### src/rtl/hex_display_scanner_if.sv
// Bus between the display-value producer and the hex display scanner.
// The producer loads values; the scanner drives the decoder/anode outputs.
interface hex_display_scanner_if;
   logic [31:0] value_in;
   logic [7:0]  digit_en_in;
   logic        load;
   logic        load_done;
   logic [3:0]  nibble_out;
   logic [7:0]  an_out;
   logic        blank_out;

   modport master (
      output value_in, digit_en_in, load,
      input  load_done, nibble_out, an_out, blank_out
   );

   modport slave (
      input  value_in, digit_en_in, load,
      output load_done, nibble_out, an_out, blank_out
   );
endinterface

### src/rtl/hex_display_scanner.sv
// Time-multiplexed scan controller for an 8-digit common-anode hex display,
// with dead time between digits, leading-zero blanking and tear-free loads.
module hex_display_scanner #(
   parameter int REFRESH_DIV = 100000,
   parameter int DEAD_CYCLES = 16,
   parameter int LZ_SUPPRESS = 1
) (
   input logic                  clk,
   input logic                  rst,
   hex_display_scanner_if.slave bus
);

   localparam int CNT_MAX0 = (REFRESH_DIV > DEAD_CYCLES) ? REFRESH_DIV : DEAD_CYCLES;
   localparam int CNT_MAX  = (CNT_MAX0 > 2) ? CNT_MAX0 : 2;
   localparam int CNT_W    = $clog2(CNT_MAX);
   localparam logic [CNT_W-1:0] SHOW_LAST = CNT_W'(REFRESH_DIV - 1);
   localparam logic [CNT_W-1:0] DEAD_LAST = CNT_W'((DEAD_CYCLES > 0) ? DEAD_CYCLES - 1 : 0);

   typedef enum logic {
      ST_DEAD = 1'b0,
      ST_SHOW = 1'b1
   } state_t;

   state_t           state, state_nxt;
   logic [2:0]       idx, idx_nxt;
   logic [CNT_W-1:0] cnt, cnt_nxt;
   logic             boundary;

   logic [31:0] disp, disp_nxt, pend;
   logic [7:0]  en, en_nxt, pend_en;
   logic        pend_valid;

   // Digit 0 is never zero-suppressed; others hide when they and all digits above are zero.
   function automatic logic digit_visible(input logic [31:0] v, input logic [7:0] e,
                                          input logic [2:0] i);
      logic lz_hidden;
      lz_hidden = (LZ_SUPPRESS != 0) && (i != 3'd0) && ((v >> {i, 2'b00}) == 32'd0);
      return e[i] && !lz_hidden;
   endfunction

   always_ff @(posedge clk) begin
      if (rst) begin
         state <= ST_DEAD;
         idx   <= 3'd7;
         cnt   <= '0;
      end else begin
         state <= state_nxt;
         idx   <= idx_nxt;
         cnt   <= cnt_nxt;
      end
   end

   always_comb begin
      state_nxt = state;
      idx_nxt   = idx;
      cnt_nxt   = cnt + CNT_W'(1);
      case (state)
         ST_SHOW: begin
            if (cnt == SHOW_LAST) begin
               cnt_nxt = '0;
               if (DEAD_CYCLES == 0) begin
                  idx_nxt = idx + 3'd1;
               end else begin
                  state_nxt = ST_DEAD;
               end
            end
         end
         default: begin
            if ((DEAD_CYCLES == 0) || (cnt == DEAD_LAST)) begin
               cnt_nxt   = '0;
               idx_nxt   = idx + 3'd1;
               state_nxt = ST_SHOW;
            end
         end
      endcase
      boundary = (idx == 3'd7) && (idx_nxt == 3'd0);
   end

   // A load on the boundary edge itself bypasses the pending register.
   always_comb begin
      disp_nxt = disp;
      en_nxt   = en;
      if (boundary) begin
         if (bus.load) begin
            disp_nxt = bus.value_in;
            en_nxt   = bus.digit_en_in;
         end else if (pend_valid) begin
            disp_nxt = pend;
            en_nxt   = pend_en;
         end
      end
   end

   always_ff @(posedge clk) begin
      if (rst) begin
         disp          <= '0;
         en            <= '0;
         pend          <= '0;
         pend_en       <= '0;
         pend_valid    <= 1'b0;
         bus.load_done <= 1'b0;
         bus.an_out    <= 8'hFF;
         bus.nibble_out <= 4'h0;
         bus.blank_out <= 1'b1;
      end else begin
         disp          <= disp_nxt;
         en            <= en_nxt;
         bus.load_done <= boundary && (bus.load || pend_valid);
         if (boundary) begin
            pend_valid <= 1'b0;
         end else if (bus.load) begin
            pend       <= bus.value_in;
            pend_en    <= bus.digit_en_in;
            pend_valid <= 1'b1;
         end
         // Outputs take the value of the slot being entered on this edge.
         if (state_nxt == ST_SHOW) begin
            bus.nibble_out <= disp_nxt[{idx_nxt, 2'b00} +: 4];
            if (digit_visible(disp_nxt, en_nxt, idx_nxt)) begin
               bus.an_out    <= ~(8'b1 << idx_nxt);
               bus.blank_out <= 1'b0;
            end else begin
               bus.an_out    <= 8'hFF;
               bus.blank_out <= 1'b1;
            end
         end else begin
            bus.nibble_out <= 4'h0;
            bus.an_out     <= 8'hFF;
            bus.blank_out  <= 1'b1;
         end
      end
   end

endmodule

### src/flat_wrapper.sv
// flat-port wrapper written by rule: the top's interface ports become plain ports
module hex_display_scanner_flat 
#(
   parameter int REFRESH_DIV = 100000,
   parameter int DEAD_CYCLES = 16,
   parameter int LZ_SUPPRESS = 1
)
  (clk, rst, bus_value_in, bus_digit_en_in, bus_load, bus_load_done, bus_nibble_out, bus_an_out, bus_blank_out);
  hex_display_scanner_if bus_i ();
  input logic clk;
  input logic rst;
  input wire logic [$bits(bus_i.value_in)-1:0] bus_value_in;
  input wire logic [$bits(bus_i.digit_en_in)-1:0] bus_digit_en_in;
  input wire logic [$bits(bus_i.load)-1:0] bus_load;
  output wire logic [$bits(bus_i.load_done)-1:0] bus_load_done;
  output wire logic [$bits(bus_i.nibble_out)-1:0] bus_nibble_out;
  output wire logic [$bits(bus_i.an_out)-1:0] bus_an_out;
  output wire logic [$bits(bus_i.blank_out)-1:0] bus_blank_out;
  assign bus_i.value_in = bus_value_in;
  assign bus_i.digit_en_in = bus_digit_en_in;
  assign bus_i.load = bus_load;
  assign bus_load_done = bus_i.load_done;
  assign bus_nibble_out = bus_i.nibble_out;
  assign bus_an_out = bus_i.an_out;
  assign bus_blank_out = bus_i.blank_out;
  hex_display_scanner #(.REFRESH_DIV(REFRESH_DIV), .DEAD_CYCLES(DEAD_CYCLES), .LZ_SUPPRESS(LZ_SUPPRESS)) u_core (.clk(clk), .rst(rst), .bus(bus_i));
endmodule
### config.mk
export PLATFORM = sky130hd
export DESIGN_NAME = hex_display_scanner_flat
export DESIGN_NICKNAME = d
export VERILOG_FILES = /design/src/rtl/hex_display_scanner_if.sv /design/src/rtl/hex_display_scanner.sv /design/src/flat_wrapper.sv
export SDC_FILE = /design/constraint.sdc
export NUM_CORES = 1
export LEC_CHECK = 0
export ABC_AREA = 1
export CAP_MARGIN = 40
export CORE_UTILIZATION = 35
export CTS_CLUSTER_DIAMETER = 200
export DETAILED_ROUTE_END_ITERATION = 10
export PLACE_DENSITY_LB_ADDON = 0.3
export SLEW_MARGIN = 20
export SYNTH_ARGS = -nofsm -noshare
export SYNTH_HDL_FRONTEND = slang
export SYNTH_SLANG_ARGS = --single-unit
### constraint.sdc
create_clock -name clk -period 3.7 [get_ports clk]
set_clock_uncertainty 0.15 [all_clocks]
set_input_delay 0.74 -clock clk [delete_from_list [all_inputs] [get_ports clk]]
set_output_delay 0.74 -clock clk [all_outputs]
set_load 0.03 [all_outputs]
## Yosys cells after proc, flatten, opt, wreduce, memory -nomap -nowiden

Index checks and enable logic that the tools add are counted.

| word-level totals | value |
|---|---|
| logic and storage cells | 55 |
| output and inout bits | 14 |
| flip-flop bits (word level) | 116 |
| input bits | 43 |

| operators by class | value |
|---|---|
| equal/unequal tests | 3 |
| add/sub/neg operators | 2 |
| shifts and indexed selects | 3 |
| bitwise gates (word level) | 4 |
| reductions and logical operators | 13 |
| mux-type cells | 17 |
| $lt $le $gt $ge | 1 |

Operators with widths:

| operator | count |
|---|---|
| 32-bit 2-to-1 mux | 3 |
| 17-bit 2-to-1 mux | 3 |
| 32-bit logical NOT | 1 |
| 32-bit by 6-bit variable part select with 4-bit output | 1 |
| 32-bit by 5-bit right shift with 32-bit output | 1 |
| 8-bit 2-to-1 mux | 3 |
| 17-bit by 1-bit adder with 17-bit output (second input constant) | 1 |
| 17-bit equality test (second input constant) | 1 |
| 17-bit by 4-bit equality test with 1-bit output (second input constant) | 1 |
| 8-bit inverter | 1 |
| 1-bit by 3-bit left shift with 8-bit output (first input constant) | 1 |
| 3-bit 2-to-1 mux | 2 |
| 1-bit 2-to-1 mux | 5 |
| 1-bit logical AND | 4 |
| 3-bit by 4-bit < comparator with 1-bit output (second input constant) | 1 |
| 2-bit OR reduction | 2 |
| 3-bit by 1-bit adder with 3-bit output (second input constant) | 1 |
| 1-bit binary-select mux with 3-bit select | 1 |
| 3-bit equality test (second input constant) | 1 |
| 3-bit logical NOT | 1 |
| 1-bit inverter | 3 |
| 3-bit nonzero test | 1 |
| 3-bit OR reduction | 1 |
| 2-bit AND reduction | 1 |
| other kinds (2) | 2 |

## Logic depth before layout (Yosys ltp)

Gate-level depths: netlist (run 1).

| depth | value |
|---|---|
| depth in word-level cells | 13 |
| gate-level depth with buffers | 23 |
| gate-level depth less buffers | 22 |

## Worst setup path after synthesis (run 1)

OpenSTA, ideal clock, no wires.

| timing path | value |
|---|---|
| path type | input -> register |
| start point | input port bus_load |
| end point | register u_core.bus.an_out[0] |
| library setup time | 0.063 ns |
| required time | 3.487 ns |
| stages on the path | 13 |
| path buffers | 2 |
| slack | 1.091 ns |
| arrival time | 2.396 ns |
| cells stage by stage | buf_1 clkbuf_1 a221oi_1 nand4_1 nand2_1 nand2_1 nand3_1 nand3_1 o21ai_0 nand2_1 nor2_2 nand3_2 nand3_1 |

| between the ends | value |
|---|---|
| word-level cells in the longest chain between the ends | 9 |
| elaborated cells on any way between the ends | 13 |
| those cells by class | shift (1); mux (6); bitwise (1); reduce/logical (5) |

RTL lines:

| what | RTL line | text |
|---|---|---|
| start: declaration | flat_wrapper.sv:14 | `input wire logic [$bits(bus_i.load)-1:0] bus_load;` |
| 32-bit 2-to-1 mux | hex_display_scanner.sv:84 | `if (bus.load) begin` |
| 32-bit 2-to-1 mux | hex_display_scanner.sv:83 | `if (boundary) begin` |
| 32-bit by 5-bit right shift with 32-bit output | hex_display_scanner.sv:37 | `lz_hidden = (LZ_SUPPRESS != 0) && (i != 3'd0) && ((v >> {i, 2'b00}) == 32'd0);` |
| 32-bit logical NOT | hex_display_scanner.sv:37 |  |
| 1-bit logical AND | hex_display_scanner.sv:37 |  |
| 1-bit logical NOT | hex_display_scanner.sv:38 | `return e[i] && !lz_hidden;` |
| 1-bit logical AND * | hex_display_scanner.sv:38 |  |
| 1-bit inverter (no source line) * | n/a |  |
| 3-bit OR reduction (no source line) * | n/a |  |
| end signal: assignment | hex_display_scanner.sv:120 | `bus.an_out <= ~(8'b1 << idx_nxt);` |
| end: declaration | hex_display_scanner_if.sv:19 | `output load_done, nibble_out, an_out, blank_out` |

Every way passes the cells marked *; elsewhere a longest branch is shown, timed or not. The select of a mux whose other input is x is not followed.
A chain may end at the register's enable or synchronous reset.

## Worst setup path in the final report (run 1)

| timing path | value |
|---|---|
| start point | register u_core.cnt[0] |
| end point | register u_core.bus.an_out[5] |

| between the ends | value |
|---|---|
| word-level cells in the longest chain between the ends | 13 |
| elaborated cells on any way between the ends | 24 |
| those cells by class | eq/ne (2); shift (2); mux (9); bitwise (3); reduce/logical (8) |

RTL lines:

| what | RTL line | text |
|---|---|---|
| start: declaration | hex_display_scanner.sv:26 | `logic [CNT_W-1:0] cnt, cnt_nxt;` |
| start signal: assignment | hex_display_scanner.sv:49 | `cnt <= cnt_nxt;` |
| 17-bit by 4-bit equality test with 1-bit output | hex_display_scanner.sv:69 | `if ((DEAD_CYCLES == 0) \|\| (cnt == DEAD_LAST)) begin` |
| 3-bit 2-to-1 mux | hex_display_scanner.sv:69 |  |
| 3-bit 2-to-1 mux | hex_display_scanner.sv:57 | `case (state)` |
| 3-bit logical NOT | hex_display_scanner.sv:76 | `boundary = (idx == 3'd7) && (idx_nxt == 3'd0);` |
| 1-bit logical AND | hex_display_scanner.sv:76 |  |
| 32-bit 2-to-1 mux | hex_display_scanner.sv:83 |  |
| 32-bit by 5-bit right shift with 32-bit output | hex_display_scanner.sv:37 |  |
| 32-bit logical NOT | hex_display_scanner.sv:37 |  |
| 1-bit logical AND | hex_display_scanner.sv:37 |  |
| 1-bit logical NOT | hex_display_scanner.sv:38 |  |
| 1-bit logical AND | hex_display_scanner.sv:38 |  |
| 1-bit inverter (no source line) | n/a |  |
| 3-bit OR reduction (no source line) | n/a |  |

Several ways; a longest one is shown, not always the timed one. The select of a mux whose other input is x is not followed.

==> results.md, run 1 <==
- Layout cells sized above 1: 7.54%
- CP max-delay cell: nor3b_4
- Stages on worst setup path: 20
- Highest-count cells in the layout ignoring fill and taps: nand2_1 (269), nor2_1 (122), dfxtp_1 (116)
- Remaining antenna violation count after routing: 0
- Average wire per standard cell: 13.8 um
- Sequential power share: 41.6%
- Placed cell areas: 0.00684 sq mm
- First-pass GRT wire length: 27.9 mm
- Sw power: 748 uW
- Buffers on Ports: 56
- Largest net degree at the start of global routing: 71
- Syn_nets: 968
- Logic pwr share: 6.3%
- Delay of the slowest critical-path stage: 0.39 ns
- IO Pins: 57
- Crit. End Element: register
- Critical Path Fanout Max: 20
- Commonest non-fill, non-tap cell in the layout: nand2_1
- Area grow syn2layout: 23.2%
- Critical Path RT: 3.84 ns
- RSZ-0062 raised after global routing: no
- Vias: 5,946
- Worst Hold Class: register to register
- Setup bufs post-CTS: 0
- Syn Area/Cell: 6.53 sq um
- R2R Path Start: u_core.cnt[0]
- Crit start category: register
- Final hold violations: 0
- Hold path endpoint: u_core.cnt[0]
- Nets: 1,014
- Crit-path leading delay family: simple AND/OR/NAND/NOR gates
- Ys flop type: dfxtp_1
- Final setup fails: 0
- Initial antenna violation count: 0
- Outcome: finished clean
- Critical setup path kind: register to register
- Maxcap violations: 0
- CTS tree: built
- Drt total wl: 16.6 mm
- Total Die Area: 0.0177 sq mm
- TritonRoute pass-1 iters: 5
- Hold Path Stages: 1
- Starting density of the core: 36.1%
- DR vias/cell: 4.95
- Crit path buf inv count: 2
- Flop2flop setup slack: 0.39 ns
- Resized cells post-CTS: 0
- P_int: 2.36 mW
- Worst-Skew Late Latency: 0.42 ns
- Clock-pin slew of the registers on the worst-case setup and hold paths: 0.06 ns
- Switching portion of total power: 24.0%
- Synth Register Bits: 116
- Finished Core Util: 44.5%
- Total Neg Setup Slack: 0 ns
- PwrDens: 419 mW/mm^2
- Total Routing Usage GR: 19.9%
- Tmin final: 3.31 ns
- Core box area: 0.0167 sq mm
- H-tree Lvls: 4
- Gpl congestion: 0.869
- Hold Buf Count CTS: 0
- Max Clk Rate: 302 MHz
- Top cell type's share of synthesized area: 38.5%
- Drc violations: 0
- Die Wd: 133 um
- Dpl hpwl: 11.2 mm
- R2r endpoint: u_core.bus.an_out[5]
- Top post-synthesis cells by area: dfxtp_1 (39%), nand2_1 (17%), nor2_1 (7.7%)
- Slew Limit Fails: 0
- Part of the cycle the worst path needs: 89.4%
- Cell accounting for the most synthesized area: dfxtp_1
- Part of the Yosys area used for sequential elements: 38.5%
- Cells on worst reg2reg path: 20
- Netlist Area Pre-Place: 0.00602 sq mm
- Clk root buf: clkbuf_16
- VDD IR-drop max: 0.346 mV
- Hold path start: u_core.cnt[0]
- # clock sinks: 116
- Initial DRC count: 455
- Tightest Pin Transition: 0.559 ns
- Clock power frac: 52.1%
- Vias in the first global route: 5,660
- Row cnt: 47
- Async SR Flop Fraction: 0%
- Ys Warns: 0
- Leakage power: 3.16 nW
- Worst EP arrival: 3.45 ns
- GR Overflow Total: 0
- CP cell instances: ha_1 -> nand2_1 -> nor2_2 -> nand3_1 -> nor2_2 -> nand3_1 -> nand2_4 -> nor2_8 -> nand3_4 -> nor2_1 -> inv_1 -> nand2_1 -> nand2_1 -> inv_1 -> nand2_1 -> nand3_1 -> nor2_1 -> nor2_1 -> nor3b_4 -> nand3_1
- Cell count after synthesis: 922
- CTS Buf Count: 17
- Buffer levels on the longest clock path: 2
- Ant. Diodes: 0
- Post-route cell area: 0.00742 sq mm
- Yosys cell types: 41
- Chip Height: 133 um
- Slew HR: 62.7%
- Post-synth EDFFs: 0
[per-stage QoR]
step | setup WS [ns] | cells | hold slack, ns | total power [mW]
3_3_place_gp | 0.257 | 1168 | 0.280 | 1.51
3_5_place_dp | 0.221 | 1169 | 0.291 | 1.52
4_1_cts | 0.359 | 1201 | 0.303 | 3.15
2_1_floorplan | 1.09 | 922 | 0.268 | 1.42
5_1_grt | 0.0244 | 1201 | 0.314 | 3.22
6_report | 0.392 | 1201 | 0.295 | 3.11
[cells in the mapped netlist (5+ instances only)]
library cell	count
nand4_1	32
a21oi_1	61
nand3_1	79
inv_2	5
dfxtp_1	116
nand2_1	269
o21ai_0	14
nor2_1	124
inv_1	87
clkbuf_1	25
nor3_1	13
buf_2	12
a22o_1	6
xor2_1	5
nor2_2	5
a221oi_1	21
buf_1	5
[state kept, by name (all words and copies together) (netlist names)]
signal                 count
u_core.bus.load_done       1
u_core.bus.an_out          8
u_core.state               1
u_core.cnt                17
u_core.disp               32
u_core.pend_valid          1
u_core.pend               32
u_core.idx                 3
u_core.bus.nibble_out      4
u_core.en                  8
u_core.bus.blank_out       1
u_core.pend_en             8
[kinds of logic after synthesis]
family,count (synthesis),share of synthesized area [%]
simple gates,538,38.5
buf+inv,142,9.60
compound gates,117,11.9
flops,116,38.5
xor+xnor,6,0.872
fa+ha+maj,3,0.623
[layer usage]
metal / routed length [um] / part of all wire (%) / global-route usage, % / vias up
met2: 7590 / 46 / 32.0 / 127
li1: - / - / - / 3098
met1: 7980 / 48 / 25.6 / 2700
met4: 279 / 1.7 / 8.33 / 0
met5: 0 / 0 / 0 / -
met3: 704 / 4.3 / 4.41 / 21
[worst register-to-register path, cell delays in order, from the launching register on]
cell     delay, ns
dfxtp_1       0.35
ha_1          0.17
nand2_1       0.08
nor2_2        0.18
nand3_1       0.14
nor2_2        0.11
nand3_1       0.12
nand2_4       0.24
nor2_8        0.07
nand3_4       0.22
nor2_1        0.12
inv_1         0.23
nand2_1       0.09
nand2_1       0.07
inv_1         0.05
nand2_1       0.05
nand3_1       0.06
nor2_1        0.09
nor2_1        0.07
nor3b_4       0.39
nand3_1       0.13
[power by group through the flow]
| stage | sequential [mW] | clock (mW) | combinational [mW] |
|---|---|---|---|
| global route | 1.30 | 1.71 | 0.218 |
| detailed placement | 1.32 | 0 | 0.197 |
| finish | 1.29 | 1.62 | 0.197 |
| global placement | 1.32 | 0 | 0.194 |
| floorplan | 1.32 | 0 | 0.102 |
| CTS | 1.29 | 1.66 | 0.198 |
[final cells by class]
cell class / count / area, sq um
tap: 220 / 275
clock buffer: 18 / 429
clock inverter: 14 / 155
fill: 1743 / 9280
timing repair buffer: 75 / 756
sequential: 116 / 2320
inverter: 94 / 353
multi-input combinational: 664 / 3130
[worst max path at each step]
stage                                       to  slack (ns)           from
after floorplan           u_core.bus.an_out[0]        1.09       bus_load
after global placement    u_core.bus.an_out[6]        0.26       bus_load
after detailed placement  u_core.bus.an_out[7]        0.22       bus_load
after CTS                 u_core.bus.an_out[5]        0.36  u_core.cnt[0]
after global routing      u_core.bus.an_out[7]        0.02  u_core.cnt[0]
final                     u_core.bus.an_out[5]        0.39  u_core.cnt[0]
No activity file was read; power rests on OpenSTA's default activity.
==> run 2, diff against run 1 <==
- GPL_ROUTABILITY_DRIVEN: unset -> 0
==> results of run 2 <==
The final DEF is identical to that of run 1; final timing and power are the same.
